`config.mk`:
```
export PLATFORM = sky130hd
export DESIGN_NAME = pipe_pclk_rate_ctrl
export DESIGN_NICKNAME = d
export VERILOG_FILES = /design/src/rtl/pipe_pclk_rate_ctrl.sv
export SDC_FILE = /design/constraint.sdc
export NUM_CORES = 1
export LEC_CHECK = 0
export ABC_AREA = 1
export CAP_MARGIN = 20
export CORE_MARGIN = 1.5
export CORE_UTILIZATION = 40
export CTS_CLUSTER_DIAMETER = 50
export CTS_CLUSTER_SIZE = 8
export DETAILED_ROUTE_END_ITERATION = 16
export HOLD_SLACK_MARGIN = 0.03
export SLEW_MARGIN = 10
export SYNTH_ARGS = -nofsm -noshare
export SYNTH_HDL_FRONTEND = slang
export SYNTH_SLANG_ARGS = --single-unit
```
`constraint.sdc`:
```
create_clock -name sys_clk -period 5.75 [get_ports sys_clk]
set_input_delay 0.575 -clock sys_clk [delete_from_list [all_inputs] [get_ports sys_clk]]
set_output_delay 0.575 -clock sys_clk [all_outputs]
set_load 0.1 [all_outputs]
```
`src/rtl/pipe_pclk_rate_ctrl.sv`:
```
// pipe_pclk_rate_ctrl: PIPE clock-rate controller running on the free-running
// DCLK. It synchronises per-lane rate requests, votes across enabled lanes,
// filters short-lived agreement and drives a glitch-free BUFGCTRL select
// sequence. A select is dropped, a quiet gap follows, the new select is raised,
// and a second quiet gap follows before completion is reported.
//
// Handshake: switch_busy is high from the edge that drops the old select until
// the edge that ends the second quiet gap. switch_done is a single-cycle pulse
// that marks every commit, with or without a clock flip. Rate requests that
// arrive while busy or done are not queued. They are re-voted from IDLE.
module pipe_pclk_rate_ctrl #(
  parameter int LANES          = 8,
  parameter int RATE_W         = 2,
  parameter int SYNC_STAGES    = 2,
  parameter int STABLE_CYCLES  = 4,
  parameter int GATE_CYCLES    = 8,
  parameter int MISMATCH_LIMIT = 64
) (
  input  logic                    sys_clk,
  input  logic                    sys_reset_n,
  input  logic [LANES*RATE_W-1:0] pipe_rate_req,
  input  logic [LANES-1:0]        lane_en,
  output logic                    pclk_sel,
  output logic                    bufg_s0,
  output logic                    bufg_s1,
  output logic [RATE_W-1:0]       rate_cur,
  output logic                    switch_busy,
  output logic                    switch_done,
  output logic                    mismatch_err,
  output logic [2:0]              dbg_state
);

  typedef enum logic [2:0] {
    IDLE   = 3'd0,
    STABLE = 3'd1,
    GATE   = 3'd2,
    SWITCH = 3'd3,
    DONE   = 3'd4
  } state_t;

  localparam int SW = $clog2(STABLE_CYCLES + 1);
  localparam int GW = $clog2(GATE_CYCLES + 1);
  localparam int MW = $clog2(MISMATCH_LIMIT + 1);
  localparam logic [SW-1:0] STAB_LAST = SW'(STABLE_CYCLES - 1);
  localparam logic [GW-1:0] GATE_LAST = GW'(GATE_CYCLES - 1);
  localparam logic [MW-1:0] MM_MAX    = MW'(MISMATCH_LIMIT);

  (* ASYNC_REG = "TRUE" *) logic [LANES*RATE_W-1:0] sync_q [SYNC_STAGES];
  logic [LANES*RATE_W-1:0] sync_rate;

  state_t              state_q;
  logic [SW-1:0]       stab_cnt_q;
  logic [GW-1:0]       gate_cnt_q;
  logic [MW-1:0]       mm_cnt_q, mm_cnt_d;
  logic [RATE_W-1:0]   tgt_q;
  logic [RATE_W-1:0]   rate_cur_q;
  logic                pclk_sel_q, bufg_s0_q, bufg_s1_q;
  logic                switch_busy_q, switch_done_q, mismatch_err_q;

  logic [RATE_W-1:0]   vote_t;
  logic                any_en, agree, unan, disagree;
  logic                idle_go, stable_keep, commit;

  // Multi-flop synchroniser for the asynchronous per-lane rate requests.
  always_ff @(posedge sys_clk or negedge sys_reset_n) begin
    if (!sys_reset_n) begin
      for (int s = 0; s < SYNC_STAGES; s++) sync_q[s] <= '0;
    end else begin
      sync_q[0] <= pipe_rate_req;
      for (int s = 1; s < SYNC_STAGES; s++) sync_q[s] <= sync_q[s-1];
    end
  end

  assign sync_rate = sync_q[SYNC_STAGES-1];

  // Vote across enabled lanes. The first enabled lane sets the candidate rate.
  always_comb begin
    vote_t = '0;
    any_en = 1'b0;
    agree  = 1'b1;
    for (int i = 0; i < LANES; i++) begin
      if (lane_en[i]) begin
        if (!any_en) vote_t = sync_rate[i*RATE_W +: RATE_W];
        else if (sync_rate[i*RATE_W +: RATE_W] != vote_t) agree = 1'b0;
        any_en = 1'b1;
      end
    end
    unan     = any_en & agree;
    disagree = any_en & ~agree;
  end

  // Commit fires on the edge that completes STABLE_CYCLES unanimous cycles.
  always_comb begin
    idle_go     = (state_q == IDLE) && unan && (vote_t != rate_cur_q);
    stable_keep = (state_q == STABLE) && unan && (vote_t == tgt_q) &&
                  (vote_t != rate_cur_q);
    commit      = (idle_go && (STABLE_CYCLES == 1)) ||
                  (stable_keep && (stab_cnt_q == STAB_LAST));
  end

  // Saturating count of consecutive disagreeing cycles. It clears on any other cycle.
  always_comb begin
    mm_cnt_d = '0;
    if (disagree) mm_cnt_d = (mm_cnt_q == MM_MAX) ? mm_cnt_q : mm_cnt_q + 1'b1;
  end

  // Register the mismatch counter and the alarm, independent of the FSM.
  always_ff @(posedge sys_clk or negedge sys_reset_n) begin
    if (!sys_reset_n) begin
      mm_cnt_q       <= '0;
      mismatch_err_q <= 1'b0;
    end else begin
      mm_cnt_q       <= mm_cnt_d;
      mismatch_err_q <= (mm_cnt_d == MM_MAX);
    end
  end

  // Switch FSM. It holds the select outputs, busy/done and the committed rate.
  always_ff @(posedge sys_clk or negedge sys_reset_n) begin
    if (!sys_reset_n) begin
      state_q       <= IDLE;
      stab_cnt_q    <= '0;
      gate_cnt_q    <= '0;
      tgt_q         <= '0;
      rate_cur_q    <= '0;
      pclk_sel_q    <= 1'b0;
      bufg_s0_q     <= 1'b1;
      bufg_s1_q     <= 1'b0;
      switch_busy_q <= 1'b0;
      switch_done_q <= 1'b0;
    end else begin
      switch_done_q <= 1'b0;
      if (commit) begin
        tgt_q      <= vote_t;
        stab_cnt_q <= '0;
        if ((|vote_t) == pclk_sel_q) begin
          // Same clock, different rate: no select activity is needed.
          rate_cur_q    <= vote_t;
          switch_done_q <= 1'b1;
          state_q       <= IDLE;
        end else begin
          // Drop whichever select is active and begin the quiet gap.
          bufg_s0_q     <= 1'b0;
          bufg_s1_q     <= 1'b0;
          switch_busy_q <= 1'b1;
          gate_cnt_q    <= '0;
          state_q       <= GATE;
        end
      end else begin
        unique case (state_q)
          IDLE: begin
            if (idle_go) begin
              tgt_q      <= vote_t;
              stab_cnt_q <= SW'(1);
              state_q    <= STABLE;
            end else begin
              stab_cnt_q <= '0;
            end
          end
          STABLE: begin
            if (stable_keep) begin
              stab_cnt_q <= stab_cnt_q + 1'b1;
            end else begin
              stab_cnt_q <= '0;
              state_q    <= IDLE;
            end
          end
          GATE: begin
            if (gate_cnt_q == GATE_LAST) begin
              gate_cnt_q <= '0;
              bufg_s0_q  <= ~(|tgt_q);
              bufg_s1_q  <= |tgt_q;
              pclk_sel_q <= |tgt_q;
              rate_cur_q <= tgt_q;
              state_q    <= SWITCH;
            end else begin
              gate_cnt_q <= gate_cnt_q + 1'b1;
            end
          end
          SWITCH: begin
            if (gate_cnt_q == GATE_LAST) begin
              gate_cnt_q    <= '0;
              switch_busy_q <= 1'b0;
              switch_done_q <= 1'b1;
              state_q       <= DONE;
            end else begin
              gate_cnt_q <= gate_cnt_q + 1'b1;
            end
          end
          DONE: begin
            state_q <= IDLE;
          end
          default: begin
            state_q <= IDLE;
          end
        endcase
      end
    end
  end

  assign pclk_sel     = pclk_sel_q;
  assign bufg_s0      = bufg_s0_q;
  assign bufg_s1      = bufg_s1_q;
  assign rate_cur     = rate_cur_q;
  assign switch_busy  = switch_busy_q;
  assign switch_done  = switch_done_q;
  assign mismatch_err = mismatch_err_q;
  assign dbg_state    = state_q;

endmodule

```
==> results.py <==
metrics = {
    "floorplanning": {
        "chipWidth_um": 89.7,
        "dieArea_sq_um": 8050,
        "core_area_sq_um": 7250,
        "ios": 37,
        "rows": 31,
        "start_util": 0.415,
        "die_h_um": 89.7,
    },
    "setup_path": {
        "crit_type": "in2reg",
        "critPathLaunchType": "primary input",
        "worstReg2RegEnd": "rate_cur[1]",
        "crit_path_frequent_cell": "nand2_1",
        "cp_cell_sequence": "clkdlybuf4s50_1, nor2_4, nand4_1, nor2_1, nand3_1, nand2_2, nand2_1, nand2_1, nand2_1, nand2_1, nand3_2, nor2_4, nand2_4, or2_4, nand3_1, nand2_1",
        "crit_arrival_ns": 3.12,
        "slowest_stage": "clkdlybuf4s50_1",
        "r2r.worst_path.cells": 17,
        "cp-end-kind": "flop",
        "reg2reg_from": "sync_rate[1]",
        "crit_required_ns": 5.98,
        "r2r_slack_ns": 3.46,
        "cp_max_fo": 9,
        "slowest_delay_ns": 0.54,
    },
    "min_path": {
        "hold_path.startpoint": "sync_q[21]",
        "min_path_cells": 0,
        "hp-class": "reg2reg",
        "hold_end": "sync_rate[5]",
    },
    "global_route": {
        "antenna_found_initial": 0,
        "grt-busiest-layer": "met2",
        "globalRouteTotalUtil": 0.160,
        "grt_overflow": 0,
        "grt_max_degree": 60,
        "met3_usage": 0.0482,
        "use_met1": 0.216,
        "grt_use_met2": 0.244,
        "grt_pass1_vias": 2267,
        "grt_pass1_wl_um": 10300,
    },
    "synthesis": {
        "yosysMostFrequentCell": "nand2_1",
        "syn_avg_cell_area_sq_um": 8.55,
        "synth_area_sq_um": 3010,
        "synth_seq_cells": 59,
        "yosysSeqAreaShare": 0.491,
        "synth.top_cell.area_share": 0.482,
        "synth_nets": 383,
        "synth.area.top_cells": "dfrtp_1 48%, nand2_1 12%, inv_1 6.0%, nand3_1 4.0%, nor2_1 3.7%",
        "ys_warn_count": 0,
        "syn-instance-count": 352,
        "synth_top_cells_by_count": "97 x nand2_1, 58 x dfrtp_1, 48 x inv_1, 30 x nor2_1, 24 x nand3_1",
        "ys.flop_type": "dfrtp_1",
        "synth-edff-count": 0,
        "yosysTopAreaCell": "dfrtp_1",
        "synth_cell_type_count": 37,
        "async_reset_ff_frac": 1.00,
    },
    "layout": {
        "drive_above_1_share": 0.153,
        "synthToLayoutAreaGrowth_pct": 23.6,
        "seq_area_sq_um": 1480,
        "final_cells": 503,
        "multi_input_area_sq_um": 1320,
        "n_fill_cell": 681,
        "final_nets": 430,
        "antennaDiodeCount": 0,
    },
    "routing": {
        "drt_wl_total_um": 5890,
        "drt_pass1_iterations": 4,
        "dr.first_iter.drc_count": 123,
        "vias": 2294,
        "remaining_drc_errors": 0,
        "ant_nets": 0,
        "wire_per_inst_um": 11.7,
        "via_per_inst": 4.56,
    },
    "timing": {
        "final-setup-viol-count": 0,
        "hold_violations": 0,
        "tightest_slew_ns": 0.983,
        "hold_slack_ns": 0.348,
        "final.setup.tns_ns": 0,
        "slew_violations": 0,
        "skew_ns": 0.00907,
        "rsz0062_at_grt": "false",
        "fmax_mhz": 346,
        "finalCritPeriodShare": 0.502,
        "fin_crit_ns": 2.89,
        "slew_headroom": 0.342,
    },
    "power_and_ir_drop": {
        "power.leakage_nw": 1.86,
        "power_density_nw_per_um2": 320,
        "peakVddDrop_v": 0.000220,
        "total_power_w": 0.00119,
    },
    "clock_network": {
        "clock_sinks": 59,
        "cts.clk_slew.worst_paths_ns": 0.07,
        "post-cts-setup-buffer-count": 0,
        "clockBufferDepth": 2,
        "cts_tree": "yes",
        "tritoncts.num_buffers": 9,
        "ctsResizeCount": 0,
        "cts_max_level": 3,
        "ctsHoldBuffers": 0,
        "clk_latency_ns": 0.34,
        "cts_root_buffer": "clkbuf_8",
    },
    "run_status": {
        "outcome": "completed",
    },
    "place": {
        "portBuffers": 36,
        "placedCellCount": 487,
        "gp_congestion": 0.804,
        "hpwl_um": 4480,
    },
    "flow_run": {
        "drv_cap": 0,
    },
}
flip-flops by register name, indices dropped and copies added (netlist names), 2 cells and up:
signal,cells
rate_cur,2
sync_rate,16
gate_cnt_q,4
stab_cnt_q,3
dbg_state,3
tgt_q,2
mm_cnt_q,7
sync_q,16
layout make-up:
cell class,instances,share of cell area
flip-flops and latches,59,0.397
multi-input cells,238,0.356
repair buffers,37,0.0976
inverters,54,0.0545
clock buffers,12,0.0417
well taps,99,0.0333
clock inverters,4,0.0195
logic make-up after synthesis:
group / count (synthesis) / synth area share
AOI/OAI and AO/OA: 20 / 0.0378
buffers and inverters: 55 / 0.0690
xor gates and xnor gates: 5 / 0.0146
and+or+nand+nor: 208 / 0.367
adders and majority gates: 5 / 0.0208
DFF: 59 / 0.491
worst max-delay path: cells and delay by family:
kind	cells	cell delay, ns
AND/OR/NAND/NOR	15	2.00
buffers and inverters	1	0.54
per-layer routing:
| metal | up-vias | routed length, um | part of all wire |
|---|---|---|---|
| met5 | - | 0 | 0 |
| met4 | 0 | 55 | 0.0093 |
| met3 | 4 | 244 | 0.041 |
| met2 | 37 | 2600 | 0.44 |
| met1 | 1052 | 2990 | 0.51 |
| li1 | 1201 | - | - |
stage by stage:
| step | utilization | area, sq um | setup WS [ns] |
|---|---|---|---|
| final | 0.513 | 3720 | 2.86 |
| after global routing | 0.513 | 3720 | 2.60 |
| after CTS | 0.513 | 3720 | 2.88 |
| after detailed placement | 0.481 | 3490 | 2.52 |
| after global placement | 0.481 | 3490 | 2.60 |
| after floorplan | - | 3010 | 3.41 |
worst max path at each step:
stage,endpoint,slack [ns],start
floorplan,rate_cur[0],3.41,lane_en[1]
global placement,rate_cur[1],2.60,lane_en[1]
detailed placement,rate_cur[1],2.52,lane_en[1]
CTS,rate_cur[1],2.88,lane_en[1]
global route,dbg_state[0],2.60,lane_en[0]
finish,rate_cur[1],2.86,lane_en[1]
report_power, final:
group	switching (W)	internal [W]	total, W
sequential	0.0000440	0.000462	0.000506
clock	0.000155	0.000267	0.000422
combinational	0.000162	0.0000985	0.000260
placed cells by master, fill, tap and decap left out, drive strengths merged, types with 2 or more instances in the layout:
cell           netlist  layout
inv                 51      51
dfrtp               58      58
or2                  2       2
o21ai                7       7
o22ai                3       3
nand3b               5       5
nand4                7       7
buf                  0       2
xor2                 2       2
a31oi                2       2
nor3                 4       4
clkinv               3       4
xnor2                3       3
nor2                44      44
clkdlybuf4s50        0      35
ha                   5       5
bufinv               0       2
nand3               33      33
a21oi                6       6
clkbuf               1      12
nand2              109     109
No activity file was read; power rests on OpenSTA's default activity.
